**src/rtl/inst_stream_loader_pkg.sv**
```systemverilog
// Shared types and constants for the instruction stream loader.
package inst_stream_loader_pkg;

   typedef enum logic [2:0] {
      IDLE = 3'd0,
      HDR  = 3'd1,
      BODY = 3'd2,
      DONE = 3'd3,
      ERR  = 3'd4
   } loader_state_t;

   localparam int         WORD_BYTES = 4;
   localparam int         BYTE_IDX_W = $clog2(WORD_BYTES);
   localparam logic [3:0] WE_ALL     = 4'hF;
   localparam logic [3:0] WE_NONE    = 4'h0;

endpackage

```
**src/rtl/inst_stream_loader_if.sv**
```systemverilog
// Byte stream input and instruction BRAM port-A write bus of the loader.
interface inst_stream_loader_if;

   logic [7:0]  data;
   logic        en;
   logic [31:0] inst_addra;
   logic [31:0] inst_dina;
   logic [3:0]  inst_wea;

   modport master (
      input  data,
      input  en,
      output inst_addra,
      output inst_dina,
      output inst_wea
   );

   modport slave (
      output data,
      output en,
      input  inst_addra,
      input  inst_dina,
      input  inst_wea
   );

endinterface

```
**src/rtl/inst_stream_loader_byte_packer.sv**
```systemverilog
// Big-endian 8->32 assembler: o_word/o_last are valid in the cycle the last byte is strobed,
// so the caller registers the word into its own staging register on that edge.
module inst_stream_loader_byte_packer
   import inst_stream_loader_pkg::*;
(
   input  logic        clk,
   input  logic        rstn,
   input  logic        clear,
   input  logic [7:0]  i_data,
   input  logic        i_en,
   output logic [31:0] o_word,
   output logic        o_last
);

   localparam int                    SHIFT_W  = 8 * (WORD_BYTES - 1);
   localparam logic [BYTE_IDX_W-1:0] LAST_IDX = BYTE_IDX_W'(WORD_BYTES - 1);

   logic [SHIFT_W-1:0]    r_shift;
   logic [BYTE_IDX_W-1:0] r_byte_idx;

   // Shift in leading bytes; the index wraps to zero after the last byte of a word.
   always_ff @(posedge clk or negedge rstn) begin
      if (!rstn) begin
         r_shift    <= '0;
         r_byte_idx <= '0;
      end else if (clear) begin
         r_shift    <= '0;
         r_byte_idx <= '0;
      end else if (i_en) begin
         r_shift    <= {r_shift[SHIFT_W-9:0], i_data};
         r_byte_idx <= r_byte_idx + BYTE_IDX_W'(1);
      end else begin
         r_shift    <= r_shift;
         r_byte_idx <= r_byte_idx;
      end
   end

   assign o_word = {r_shift, i_data};
   assign o_last = i_en && (r_byte_idx == LAST_IDX);

endmodule

```
**src/rtl/inst_stream_loader.sv**
```systemverilog
// Loads a length-prefixed big-endian word stream into instruction BRAM port A and
// reports completion or an oversize header.
module inst_stream_loader
   import inst_stream_loader_pkg::*;
#(
   parameter int DEPTH_WORDS = 16384,
   parameter int CNT_W       = 32
) (
   input  logic                 clk,
   input  logic                 rstn,
   input  logic                 clear,
   inst_stream_loader_if.master bus,
   output logic                 busy,
   output logic                 done,
   output logic                 err,
   output logic [CNT_W-1:0]     word_cnt
);

   loader_state_t    r_state;
   loader_state_t    w_state_next;
   logic             r_busy, r_done, r_err;
   logic             w_busy_next, w_done_next, w_err_next;
   logic [CNT_W-1:0] r_len;
   logic [CNT_W-1:0] r_word_cnt;
   logic [CNT_W-1:0] w_cnt_inc;
   logic [31:0]      r_addra;
   logic [31:0]      r_dina;
   logic [3:0]       r_wea;
   logic             w_len_ld;
   logic             w_wr;
   logic             w_pk_en;
   logic [31:0]      w_word;
   logic             w_last;
   logic [CNT_W-1:0] w_hdr_len;

   assign w_pk_en   = bus.en && !clear &&
                      ((r_state == IDLE) || (r_state == HDR) || (r_state == BODY));
   assign w_hdr_len = CNT_W'(w_word);
   assign w_cnt_inc = r_word_cnt + CNT_W'(1);

   inst_stream_loader_byte_packer u_packer (
      .clk    (clk),
      .rstn   (rstn),
      .clear  (clear),
      .i_data (bus.data),
      .i_en   (w_pk_en),
      .o_word (w_word),
      .o_last (w_last)
   );

   // State, status flags and header length.
   always_ff @(posedge clk or negedge rstn) begin
      if (!rstn) begin
         r_state <= IDLE;
         r_busy  <= 1'b0;
         r_done  <= 1'b0;
         r_err   <= 1'b0;
         r_len   <= '0;
      end else begin
         r_state <= w_state_next;
         r_busy  <= w_busy_next;
         r_done  <= w_done_next;
         r_err   <= w_err_next;
         r_len   <= w_len_ld ? w_hdr_len : r_len;
      end
   end

   // Next state; on the final body write the state moves to DONE one cycle before done rises.
   always_comb begin
      w_state_next = r_state;
      w_busy_next  = r_busy;
      w_done_next  = r_done;
      w_err_next   = r_err;
      w_len_ld     = 1'b0;
      w_wr         = 1'b0;
      if (clear) begin
         w_state_next = IDLE;
         w_busy_next  = 1'b0;
         w_done_next  = 1'b0;
         w_err_next   = 1'b0;
      end else begin
         case (r_state)
            IDLE: begin
               if (bus.en) begin
                  w_state_next = HDR;
                  w_busy_next  = 1'b1;
               end else begin
                  w_state_next = IDLE;
               end
            end
            HDR: begin
               if (w_last) begin
                  w_len_ld = 1'b1;
                  if (w_hdr_len == '0) begin
                     w_state_next = DONE;
                     w_done_next  = 1'b1;
                     w_busy_next  = 1'b0;
                  end else if (w_hdr_len > CNT_W'(DEPTH_WORDS)) begin
                     w_state_next = ERR;
                     w_err_next   = 1'b1;
                     w_busy_next  = 1'b0;
                  end else begin
                     w_state_next = BODY;
                  end
               end else begin
                  w_state_next = HDR;
               end
            end
            BODY: begin
               if (w_last) begin
                  w_wr = 1'b1;
                  if (w_cnt_inc == r_len) begin
                     w_state_next = DONE;
                  end else begin
                     w_state_next = BODY;
                  end
               end else begin
                  w_state_next = BODY;
               end
            end
            DONE: begin
               w_done_next = 1'b1;
               w_busy_next = 1'b0;
            end
            ERR: begin
               w_err_next  = 1'b1;
               w_busy_next = 1'b0;
            end
            default: begin
               w_state_next = IDLE;
               w_busy_next  = 1'b0;
            end
         endcase
      end
   end

   // BRAM port drive: address/data hold between writes, the write strobe lasts one cycle.
   always_ff @(posedge clk or negedge rstn) begin
      if (!rstn) begin
         r_addra    <= 32'h0;
         r_dina     <= 32'h0;
         r_wea      <= WE_NONE;
         r_word_cnt <= '0;
      end else if (clear) begin
         r_addra    <= r_addra;
         r_dina     <= r_dina;
         r_wea      <= WE_NONE;
         r_word_cnt <= '0;
      end else if (w_wr) begin
         r_addra    <= 32'({r_word_cnt, {BYTE_IDX_W{1'b0}}});
         r_dina     <= w_word;
         r_wea      <= WE_ALL;
         r_word_cnt <= w_cnt_inc;
      end else begin
         r_addra    <= r_addra;
         r_dina     <= r_dina;
         r_wea      <= WE_NONE;
         r_word_cnt <= r_word_cnt;
      end
   end

   assign bus.inst_addra = r_addra;
   assign bus.inst_dina  = r_dina;
   assign bus.inst_wea   = r_wea;
   assign busy           = r_busy;
   assign done           = r_done;
   assign err            = r_err;
   assign word_cnt       = r_word_cnt;

endmodule

```
**src/flat_wrapper.sv**
```systemverilog
// flat-port wrapper written by rule: the top's interface ports become plain ports
module inst_stream_loader_flat import inst_stream_loader_pkg::*;
#(
   parameter int DEPTH_WORDS = 16384,
   parameter int CNT_W       = 32
)
  (clk, rstn, clear, busy, done, err, word_cnt, bus_data, bus_en, bus_inst_addra, bus_inst_dina, bus_inst_wea);
  inst_stream_loader_if bus_i ();
  input  logic clk;
  input  logic rstn;
  input  logic clear;
  output logic busy;
  output logic done;
  output logic err;
  output logic [CNT_W-1:0] word_cnt;
  input wire logic [$bits(bus_i.data)-1:0] bus_data;
  input wire logic [$bits(bus_i.en)-1:0] bus_en;
  output wire logic [$bits(bus_i.inst_addra)-1:0] bus_inst_addra;
  output wire logic [$bits(bus_i.inst_dina)-1:0] bus_inst_dina;
  output wire logic [$bits(bus_i.inst_wea)-1:0] bus_inst_wea;
  assign bus_i.data = bus_data;
  assign bus_i.en = bus_en;
  assign bus_inst_addra = bus_i.inst_addra;
  assign bus_inst_dina = bus_i.inst_dina;
  assign bus_inst_wea = bus_i.inst_wea;
  inst_stream_loader #(.DEPTH_WORDS(DEPTH_WORDS), .CNT_W(CNT_W)) u_core (.clk(clk), .rstn(rstn), .clear(clear), .bus(bus_i), .busy(busy), .done(done), .err(err), .word_cnt(word_cnt));
endmodule
```
**config.mk**
```make
export PLATFORM = sky130hd
export DESIGN_NAME = inst_stream_loader_flat
export DESIGN_NICKNAME = d
export VERILOG_FILES = /design/src/rtl/inst_stream_loader_pkg.sv /design/src/rtl/inst_stream_loader_if.sv /design/src/rtl/inst_stream_loader_byte_packer.sv /design/src/rtl/inst_stream_loader.sv /design/src/flat_wrapper.sv
export SDC_FILE = /design/constraint.sdc
export NUM_CORES = 1
export LEC_CHECK = 0
export ABC_AREA = 1
export CORE_UTILIZATION = 45
export CTS_CLUSTER_SIZE = 10
export DETAILED_ROUTE_END_ITERATION = 10
export DONT_BUFFER_PORTS = 1
export GPL_TIMING_DRIVEN = 0
export HOLD_SLACK_MARGIN = 0.12
export PLACE_DENSITY = 0.7
export SETUP_SLACK_MARGIN = 0.1
export SYNTH_ARGS = -nofsm -noshare
export SYNTH_HDL_FRONTEND = slang
export SYNTH_HIERARCHICAL = 1
export SYNTH_SLANG_ARGS = --single-unit
```
**constraint.sdc**
```tcl
create_clock -name clk -period 6.8 [get_ports clk]
set_clock_uncertainty 0.2 [all_clocks]
set_input_delay 2.04 -clock clk [delete_from_list [all_inputs] [get_ports clk]]
set_output_delay 2.04 -clock clk [all_outputs]
set_load 0.1 [all_outputs]
```
==> results of run 1 <==
cells in the final DEF, fill, tap and decap left out, types with 4 or more instances in the layout:
| cell type | synthesis | final |
|---|---|---|
| nor2_1 | 85 | 85 |
| nand3_1 | 95 | 95 |
| inv_1 | 100 | 100 |
| nand2_1 | 358 | 358 |
| bufinv_16 | 0 | 6 |
| nand3b_1 | 8 | 8 |
| o22ai_1 | 12 | 12 |
| a21oi_1 | 16 | 16 |
| nand2_4 | 4 | 4 |
| o21ai_0 | 78 | 78 |
| mux2_2 | 7 | 7 |
| dfrtp_1 | 159 | 159 |
| nand2_2 | 6 | 6 |
| nor2_4 | 6 | 6 |
| buf_4 | 13 | 13 |
| nand3_2 | 21 | 21 |
| nand4_1 | 13 | 13 |
| clkbuf_16 | 0 | 17 |
| clkbuf_1 | 22 | 25 |
| buf_6 | 8 | 8 |
state kept, by name, indices dropped and copies added, names as in the netlist, 2 cells and up:
register,flops
u_core/bus.inst_addra,30
u_core/u_packer/r_byte_idx,2
u_core/r_len,32
u_core/word_cnt,32
u_core/u_packer/r_shift,24
u_core/bus.inst_dina,32
u_core/r_state,3
cells in the mapped netlist (12+ instances only):
cell type / instances / area, µm²
nand3_2: 21 / 210
buf_4: 13 / 97.6
nor2_1: 85 / 319
o22ai_1: 12 / 75.1
clkbuf_1: 22 / 82.6
dfrtp_1: 159 / 3980
o21ai_0: 78 / 390
nand3_1: 95 / 475
nand4_1: 13 / 81.3
nand2_1: 358 / 1340
inv_1: 100 / 375
a21oi_1: 16 / 80.1
routing by layer:
layer  part of all wire, %  global-route usage, %  vias up
met3                   8.2                   7.48       36
met5                     0                      0        -
met1                    43                   34.4     3388
met4                   2.0                   9.40        0
li1                      -                      -     3373
met2                    47                   41.6      249
final cells by class:
class | instances | area [µm²]
multi-input cells | 737 | 3530
flip-flops and latches | 159 | 3980
well taps | 225 | 282
plain buffers | 47 | 287
fillers | 1673 | 8420
inverters | 102 | 385
clock inverters | 10 | 211
clock buffers | 20 | 437
metrics by stage:
| step | util (%) | std cells | setup slack, ns | hold slack, ns |
|---|---|---|---|---|
| after floorplan | - | 1045 | 2.44 | 0.246 |
| after global placement | 48.3 | 1270 | 1.36 | 0.262 |
| after detailed placement | 48.3 | 1270 | 1.32 | 0.270 |
| after CTS | 52.0 | 1300 | 1.76 | 0.283 |
| after global routing | 52.0 | 1300 | 1.50 | 0.305 |
| final | 52.0 | 1300 | 1.70 | 0.282 |
kinds of logic after synthesis:
kind of cell / count (synthesis) / synth area share [%]
DFF: 159 / 48.6
muxes: 7 / 0.964
adders and majority gates: 2 / 0.306
and+or+nand+nor: 611 / 34.1
other: 1 / 0.0458
xor gates and xnor gates: 4 / 0.596
AOI/OAI and AO/OA: 111 / 7.10
buffers and inverters: 149 / 8.21
worst max-delay path, delay by kind of cell:
kind | cells | cell delay (ns)
simple gates | 7 | 1.50
buf+inv | 7 | 1.66
how the worst max path moves through the flow:
stage	endpoint	slack (ns)	cells after the start	from
after global placement	u_core/bus.inst_dina[2]	1.36	14	clear
after CTS	u_core/bus.inst_addra[27]	1.76	14	clear
after floorplan	u_core/bus.inst_addra[5]	2.44	14	clear
after global routing	u_core/bus.inst_addra[5]	1.50	14	clear
final	u_core/bus.inst_addra[27]	1.70	14	clear
after detailed placement	u_core/bus.inst_addra[27]	1.32	14	clear
report_power, final:
part,internal (mW),switching [mW]
logic,0.0207,0.0397
registers,0.953,0.0210
clock network,0.686,0.383
==> flow_summary.yaml, run 1 <==
outcome:
  status: "complete, no violations"
min_path:
  hold_end: "u_core/u_packer/r_byte_idx[1]"
  hp-class: "register to register"
  min-delay-start: "u_core/u_packer/r_byte_idx[1]"
  min_path_cells: 2
timing:
  tightestPinTransition_ns: 1.14
  slew_violations: 0
  setup_viol: 0
  period_minus_slack_ns: 5.10
  tns_ns: 0
  max_freq_mhz: 196
  rsz0062_at_grt: "false"
  fin_crit_sh_pct: 75.0
  slew_headroom_pct: 23.9
  finalHoldViolCount: 0
setup_path:
  reg2reg_to: "u_core/bus.inst_addra[27]"
  critPathRequiredTime_ns: 6.91
  critPathMaxStageDelay_ns: 0.65
  path_cells: "clkbuf_1 -> nor2_1 -> and3_1 -> buf_6 -> buf_6 -> nand2_1 -> inv_1 -> nand3_1 -> nor2_1 -> clkinv_1 -> buf_2 -> buf_1 -> nand2_1 -> nand2_1"
  reg2reg_depth: 13
  crit_top_cell: "nand2_1"
  rrSetupSlack_ns: 3.08
  path_max_fanout: 10
  worst_setup_path_end_kind: "register"
  start_kind: "primary input"
  path_class: "primary input to register"
  arrival_ns: 5.21
  r2r-start: "u_core/r_state[1]"
  crit_slowest_cell: "nor2_1"
cts:
  tritoncts.num_buffers: 17
  clockBufferDepth: 2
  clock-root-buffer: "clkbuf_16"
  cts.sinks: 159
  cts_tree: "built"
  cts_resized: 0
  cts_max_level: 4
  clk_pin_slew_ns: 0.06
  clk_latency_ns: 0.43
  post-cts-setup-buffer-count: 0
  postCtsHoldBufs: 0
finish:
  insertedDiodeCount: 0
  fin_area_mm2: 0.00911
  final_nets: 1078
  drive_gt1_share_pct: 9.49
  area_growth_pct: 11.4
floorplanning:
  die_w_um: 137
  die_h_um: 137
  initial_core_util_pct: 46.7
  num_io_pins: 115
  core_area_mm2: 0.0175
  dieArea_mm2: 0.0187
  rows: 48
route:
  dr.pass1.iters: 5
  wl_per_cell_um: 18.1
  drt_wl_total_um: 23500
  drcViolationCount: 0
  vias: 7046
  drt-vias-per-instance: 5.42
  ant_nets: 0
  initialDrtViolationCount: 527
grt:
  grt_usage_pct: 26.3
  grt_overflow: 0
  grt_pass1_wl_um: 36600
  grt_pass1_vias: 6675
  grt_start_max_net_pins: 160
  antenna_found_initial: 0
yosys:
  seq_area_frac_synth_pct: 48.6
  synthArstFlopShare_pct: 100
  avgSynthCellArea_um2: 7.84
  yosys_warnings: 6
  synth_ff_type: "dfrtp_1"
  synth_edf_count: 0
  synth_area_mm2: 0.00818
  synth_cells: 1044
  yosys_register_bits: 159
  synth_cell_types: 39
placement:
  gp_congestion: 0.911
  place_area_mm2: 0.00847
  port_buffers: 0
  hpwl_um: 17200
power_and_ir_drop:
  irDropWorstVdd_v: 0.000186
  finalPower_mw: 2.10
  power_density_mw_per_mm2: 231
  power_leakage_nw: 4.47
job:
  drv_cap: 0
Note: power is estimated with default switching activity, not from simulation.
==> run 2, diff against run 1 <==
--- a/config.mk
+++ b/config.mk
@@ -12,7 +12,7 @@
 export DONT_BUFFER_PORTS = 1
 export GPL_TIMING_DRIVEN = 0
 export HOLD_SLACK_MARGIN = 0.12
-export PLACE_DENSITY = 0.7
+export PLACE_DENSITY = 0.72
 export SETUP_SLACK_MARGIN = 0.1
 export SYNTH_ARGS = -nofsm -noshare
 export SYNTH_HDL_FRONTEND = slang
==> constraint.sdc (replaced) <==
create_clock -name clk -period 4.1 [get_ports clk]
set_clock_uncertainty 0.2 [all_clocks]
set_input_delay 1.23 -clock clk [delete_from_list [all_inputs] [get_ports clk]]
set_output_delay 1.23 -clock clk [all_outputs]
set_load 0.1 [all_outputs]
==> flow_summary.yaml, run 2 (synthesis results as in run 1) <==
setup_path:
  worst_setup_path_end_kind: "register"
  start_kind: "primary input"
  arrival_ns: 3.95
  path_class: "primary input to register"
  path_max_fanout: 10
  reg2reg_depth: 15
  critPathRequiredTime_ns: 4.24
finish:
  final_nets: 1080
  area_growth_pct: 11.2
  fin_cells: 1304
  layout_commonest_cell: "nand2_1"
  mostFrequentLayoutCells: "nand2_1 (358), dfrtp_1 (159), inv_1 (100)"
  drive_gt1_share_pct: 10.3
  insertedDiodeCount: 0
  nFillCells: 1661
cts:
  cts_tree: "built"
  tritoncts.num_buffers: 17
  clk_pin_slew_ns: 0.07
  clk_latency_ns: 0.43
  clockBufferDepth: 2
  cts_max_level: 4
  clock-root-buffer: "clkbuf_16"
  cts.sinks: 159
timing:
  fin_crit_sh_pct: 92.9
  max_freq_mhz: 263
  slew_headroom_pct: 24.7
  finalHoldViolCount: 0
  slew_violations: 0
  setup_viol: 0
  tightestPinTransition_ns: 1.13
  timing.final.ws_setup_ns: 0.293
  rsz0062_at_grt: "false"
  period_minus_slack_ns: 3.81
power_and_ir_drop:
  irDropWorstVdd_v: 0.000308
  finalPower_mw: 3.34
  power_leakage_nw: 4.47
  power_density_mw_per_mm2: 367
floorplanning:
  rows: 48
  die_w_um: 137
  dieArea_mm2: 0.0187
  initial_core_util_pct: 46.7
  num_io_pins: 115
  die_h_um: 137
  core_area_mm2: 0.0175
placement:
  hpwl_um: 17000
  port_buffers: 0
  gp_congestion: 0.924
  dp_slack_ns: -0.578
  dp_cells: 1270
route:
  drt-vias-per-instance: 5.37
  wl_per_cell_um: 17.7
  drcViolationCount: 0
  vias: 7002
  ant_nets: 0
  initialDrtViolationCount: 606
  drt_wl_total_um: 23100
  dr.pass1.iters: 5
min_path:
  min_path_cells: 2
  hp-class: "register to register"
job:
  drv_cap: 0
grt:
  grt_usage_pct: 26.1
  grt_pass1_wl_um: 36400
  grt_start_max_net_pins: 160
  grt_pass1_vias: 6616
  antenna_found_initial: 0
  grt_overflow: 0
outcome:
  status: "complete, no violations"
run 2: cell count changes in the layout (fill, tap and decap cells not counted), sizes merged:
cell / change
clkinv: +3
bufinv: -4
buf: +1
inv: +4
run 2: report_power, final:
group / switching [mW] / internal [mW]
clock network: 0.681 / 0.943
logic: 0.0674 / 0.0344
registers: 0.0346 / 1.58
total: 0.783 / 2.56
run 2: stage by stage:
stage | instance area, µm² | hold slack [ns] | utilization, % | setup TNS [ns]
after floorplan | 8190 | 0.246 | - | 0
after global placement | 8470 | 0.261 | 48.3 | -35.26
after detailed placement | 8470 | 0.271 | 48.3 | -37.29
after CTS | 9080 | 0.282 | 51.8 | 0
after global routing | 9090 | 0.275 | 51.9 | 0
final | 9090 | 0.285 | 51.9 | 0
run 2: layout make-up:
type	count	area, µm²	area share, %
flip-flops and latches	159	3980	43.7
multi-input cells	737	3540	38.9
clock buffers	19	453	4.98
inverters	102	385	4.24
plain buffers	47	288	3.16
well taps	225	282	3.10
clock inverters	13	151	1.66
repair buffers	2	15.0	0.165
run 2: worst max-delay path: stages:
cell      delay, ns
clkbuf_1       0.19
nor2_1         0.17
and3_1         0.20
buf_6          0.19
buf_6          0.19
nand2_1        0.07
inv_1          0.11
nand3_1        0.30
nor2_4         0.27
buf_4          0.15
clkbuf_1       0.57
nand3_1        0.17
o21ai_0        0.12
run 2: worst paths after layout:
| kind | from | end | slack [ns] |
|---|---|---|---|
| worst max-delay path | clear | u_core/word_cnt[12] | 0.29 |
| min in group asynchronous | rstn | u_core/bus.inst_addra[10] | 0.30 |
| worst min-delay path | u_core/u_packer/r_byte_idx[1] | u_core/u_packer/r_byte_idx[1] | 0.29 |
| max in group asynchronous | rstn | u_core/word_cnt[24] | 3.13 |
| worst min register to register | u_core/u_packer/r_byte_idx[1] | u_core/u_packer/r_byte_idx[1] | 0.29 |
| worst max register to register | u_core/word_cnt[0] | u_core/r_state[0] | 0.62 |
run 2: per-layer routing:
| metal | GRT usage, % | up-vias | wire (µm) |
|---|---|---|---|
| li1 | - | 3390 | - |
| met1 | 35.5 | 3330 | 10000 |
| met2 | 41.3 | 258 | 10700 |
| met3 | 6.70 | 24 | 2010 |
| met4 | 6.90 | 0 | 301 |
| met5 | 0 | - | 0 |
run 2: repair_timing:
action                                  CTS  global route
pin swaps                                 0             1
endpoints found under the setup margin   60            48
gates resized for setup                   2             1
hold buffers                              0             0
setup buffers                             0             2
==> run 3, diff against run 2 <==
--- a/config.mk
+++ b/config.mk
@@ -6,13 +6,14 @@
 export NUM_CORES = 1
 export LEC_CHECK = 0
 export ABC_AREA = 1
-export CORE_UTILIZATION = 45
+export CORE_UTILIZATION = 58
 export CTS_CLUSTER_SIZE = 10
 export DETAILED_ROUTE_END_ITERATION = 10
 export DONT_BUFFER_PORTS = 1
 export GPL_TIMING_DRIVEN = 0
 export HOLD_SLACK_MARGIN = 0.12
-export PLACE_DENSITY = 0.72
+export PLACE_DENSITY = 0.86
+export REMOVE_ABC_BUFFERS = 1
 export SETUP_SLACK_MARGIN = 0.1
 export SYNTH_ARGS = -nofsm -noshare
 export SYNTH_HDL_FRONTEND = slang
==> flow_summary.yaml, run 3 (synthesis results as in run 1) <==
outcome:
  status: "complete, no violations"
timing:
  setup_viol: 0
  rsz0062_at_grt: "false"
  whs_ns: 0.291
  tightestPinTransition_ns: 1.19
  tns_ns: 0
  slew_headroom_pct: 20.5
  timing.final.ws_setup_ns: 0.347
  slew_violations: 0
  period_minus_slack_ns: 3.75
  finalHoldViolCount: 0
  fin_crit_sh_pct: 91.5
  max_freq_mhz: 266
floorplanning:
  rows: 43
  initial_core_util_pct: 59.2
  die_h_um: 121
  dieArea_mm2: 0.0146
  die_w_um: 121
  num_io_pins: 115
  core_area_mm2: 0.0138
setup_path:
  path_class: "primary input to register"
  reg2reg_to: "u_core/r_state[0]"
  start_kind: "primary input"
  r2r-start: "u_core/word_cnt[0]"
  path_cells: "nor2_1 -> and3_4 -> nand2_1 -> inv_1 -> nand3_1 -> nor2_4 -> buf_12 -> clkinv_8 -> nor2_1 -> inv_1 -> o21a_1"
  crit_slowest_cell: "and3_4"
  path_max_fanout: 115
  endpoint: "u_core/bus.inst_addra[2]"
  rrSetupSlack_ns: 0.57
  reg2reg_depth: 14
  critPathRequiredTime_ns: 4.22
  arrival_ns: 3.87
  worst_setup_path_end_kind: "register"
  startpoint: "clear"
  critPathMaxStageDelay_ns: 0.54
placement:
  place_area_mm2: 0.00818
  dp_slack_ns: -0.585
  hpwl_um: 13800
  dp_cells: 1180
  gp_congestion: 0.896
  port_buffers: 0
cts:
  clockBufferDepth: 2
  cts.sinks: 159
  clock-root-buffer: "clkbuf_16"
  cts_max_level: 4
  cts_tree: "built"
  post-cts-setup-buffer-count: 0
  tritoncts.num_buffers: 17
  postCtsHoldBufs: 0
  clk_latency_ns: 0.43
  clk_pin_slew_ns: 0.06
power_and_ir_drop:
  finalPower_mw: 3.28
  power_leakage_nw: 4.32
  irDropWorstVdd_v: 0.000302
  power_density_mw_per_mm2: 373
route:
  initialDrtViolationCount: 800
  drt_wl_total_um: 20800
  drt-vias-per-instance: 5.81
  vias: 7036
  dr.pass1.iters: 8
  drcViolationCount: 0
  wl_per_cell_um: 17.1
  ant_nets: 0
finish:
  register_area_mm2: 0.00398
  mostFrequentLayoutCells: "nand2_1 (357), dfrtp_1 (158), inv_1 (100)"
  finish.utilization_pct: 63.5
  fin_cells: 1212
  fin_area_mm2: 0.00878
  insertedDiodeCount: 0
  final_nets: 1033
  layout_commonest_cell: "nand2_1"
  nFillCells: 1146
  area_growth_pct: 7.34
  drive_gt1_share_pct: 8.53
  multi_input_area_mm2: 0.00355
grt:
  grt_usage_pct: 30.1
  grt_overflow: 0
  grt_use_met3_pct: 7.92
  antenna_found_initial: 0
  grt_pass1_wl_um: 33600
  grt_start_max_net_pins: 160
  gr-usage-met2_pct: 46.6
  grt.met1_usage_pct: 40.1
  grt_pass1_vias: 6690
  globalRoute.busiestLayer: "met2"
min_path:
  hp-class: "primary input to asynchronous set/reset pin"
job:
  drv_cap: 0
run 3: worst max-delay path: cells and delay by family:
family                 cells  cell delay [ns]
and+or+nand+nor            6             1.67
buffers and inverters      4             0.83
AOI/OAI and AO/OA          1             0.10
run 3: timing repair:
item	in CTS	in global routing
resized for setup	2	0
endpoints found under the setup margin	75	0
endpoints found under the hold margin	0	0
run 3: power breakdown:
part	leakage [nW]	total [mW]	switching [mW]	internal, mW
clock network	0.289	1.58	0.636	0.948
registers	2.15	1.62	0.0337	1.58
logic	1.88	0.0801	0.0593	0.0208
total	4.32	3.28	0.729	2.55
run 3: area by class of cell:
| cell class | count | area share (%) |
|---|---|---|
| Clock inverter | 8 | 1.20 |
| Sequential cell | 159 | 45.3 |
| Inverter | 102 | 4.53 |
| Multi-Input combinational cell | 737 | 40.4 |
| Clock buffer | 24 | 5.49 |
| Tap cell | 180 | 2.56 |
| Timing Repair Buffer | 2 | 0.456 |
run 3: metal layers:
| layer | vias to the layer above | part of all wire (%) |
|---|---|---|
| met4 | 0 | 3.0 |
| li1 | 3278 | - |
| met1 | 3325 | 41 |
| met5 | - | 0 |
| met2 | 378 | 46 |
| met3 | 55 | 10 |
run 3: worst min-delay path by stage:
stage,startpoint,to,slack [ns]
3_5_place_dp,u_core/u_packer/r_byte_idx[1],u_core/u_packer/r_byte_idx[1],0.28
2_1_floorplan,u_core/u_packer/r_byte_idx[1],u_core/u_packer/r_byte_idx[1],0.25
5_1_grt,rstn,u_core/bus.inst_dina[0],0.27
4_1_cts,rstn,u_core/bus.inst_dina[14],0.28
6_report,rstn,u_core/u_packer/r_shift[3],0.29
3_3_place_gp,u_core/u_packer/r_byte_idx[1],u_core/u_packer/r_byte_idx[1],0.26
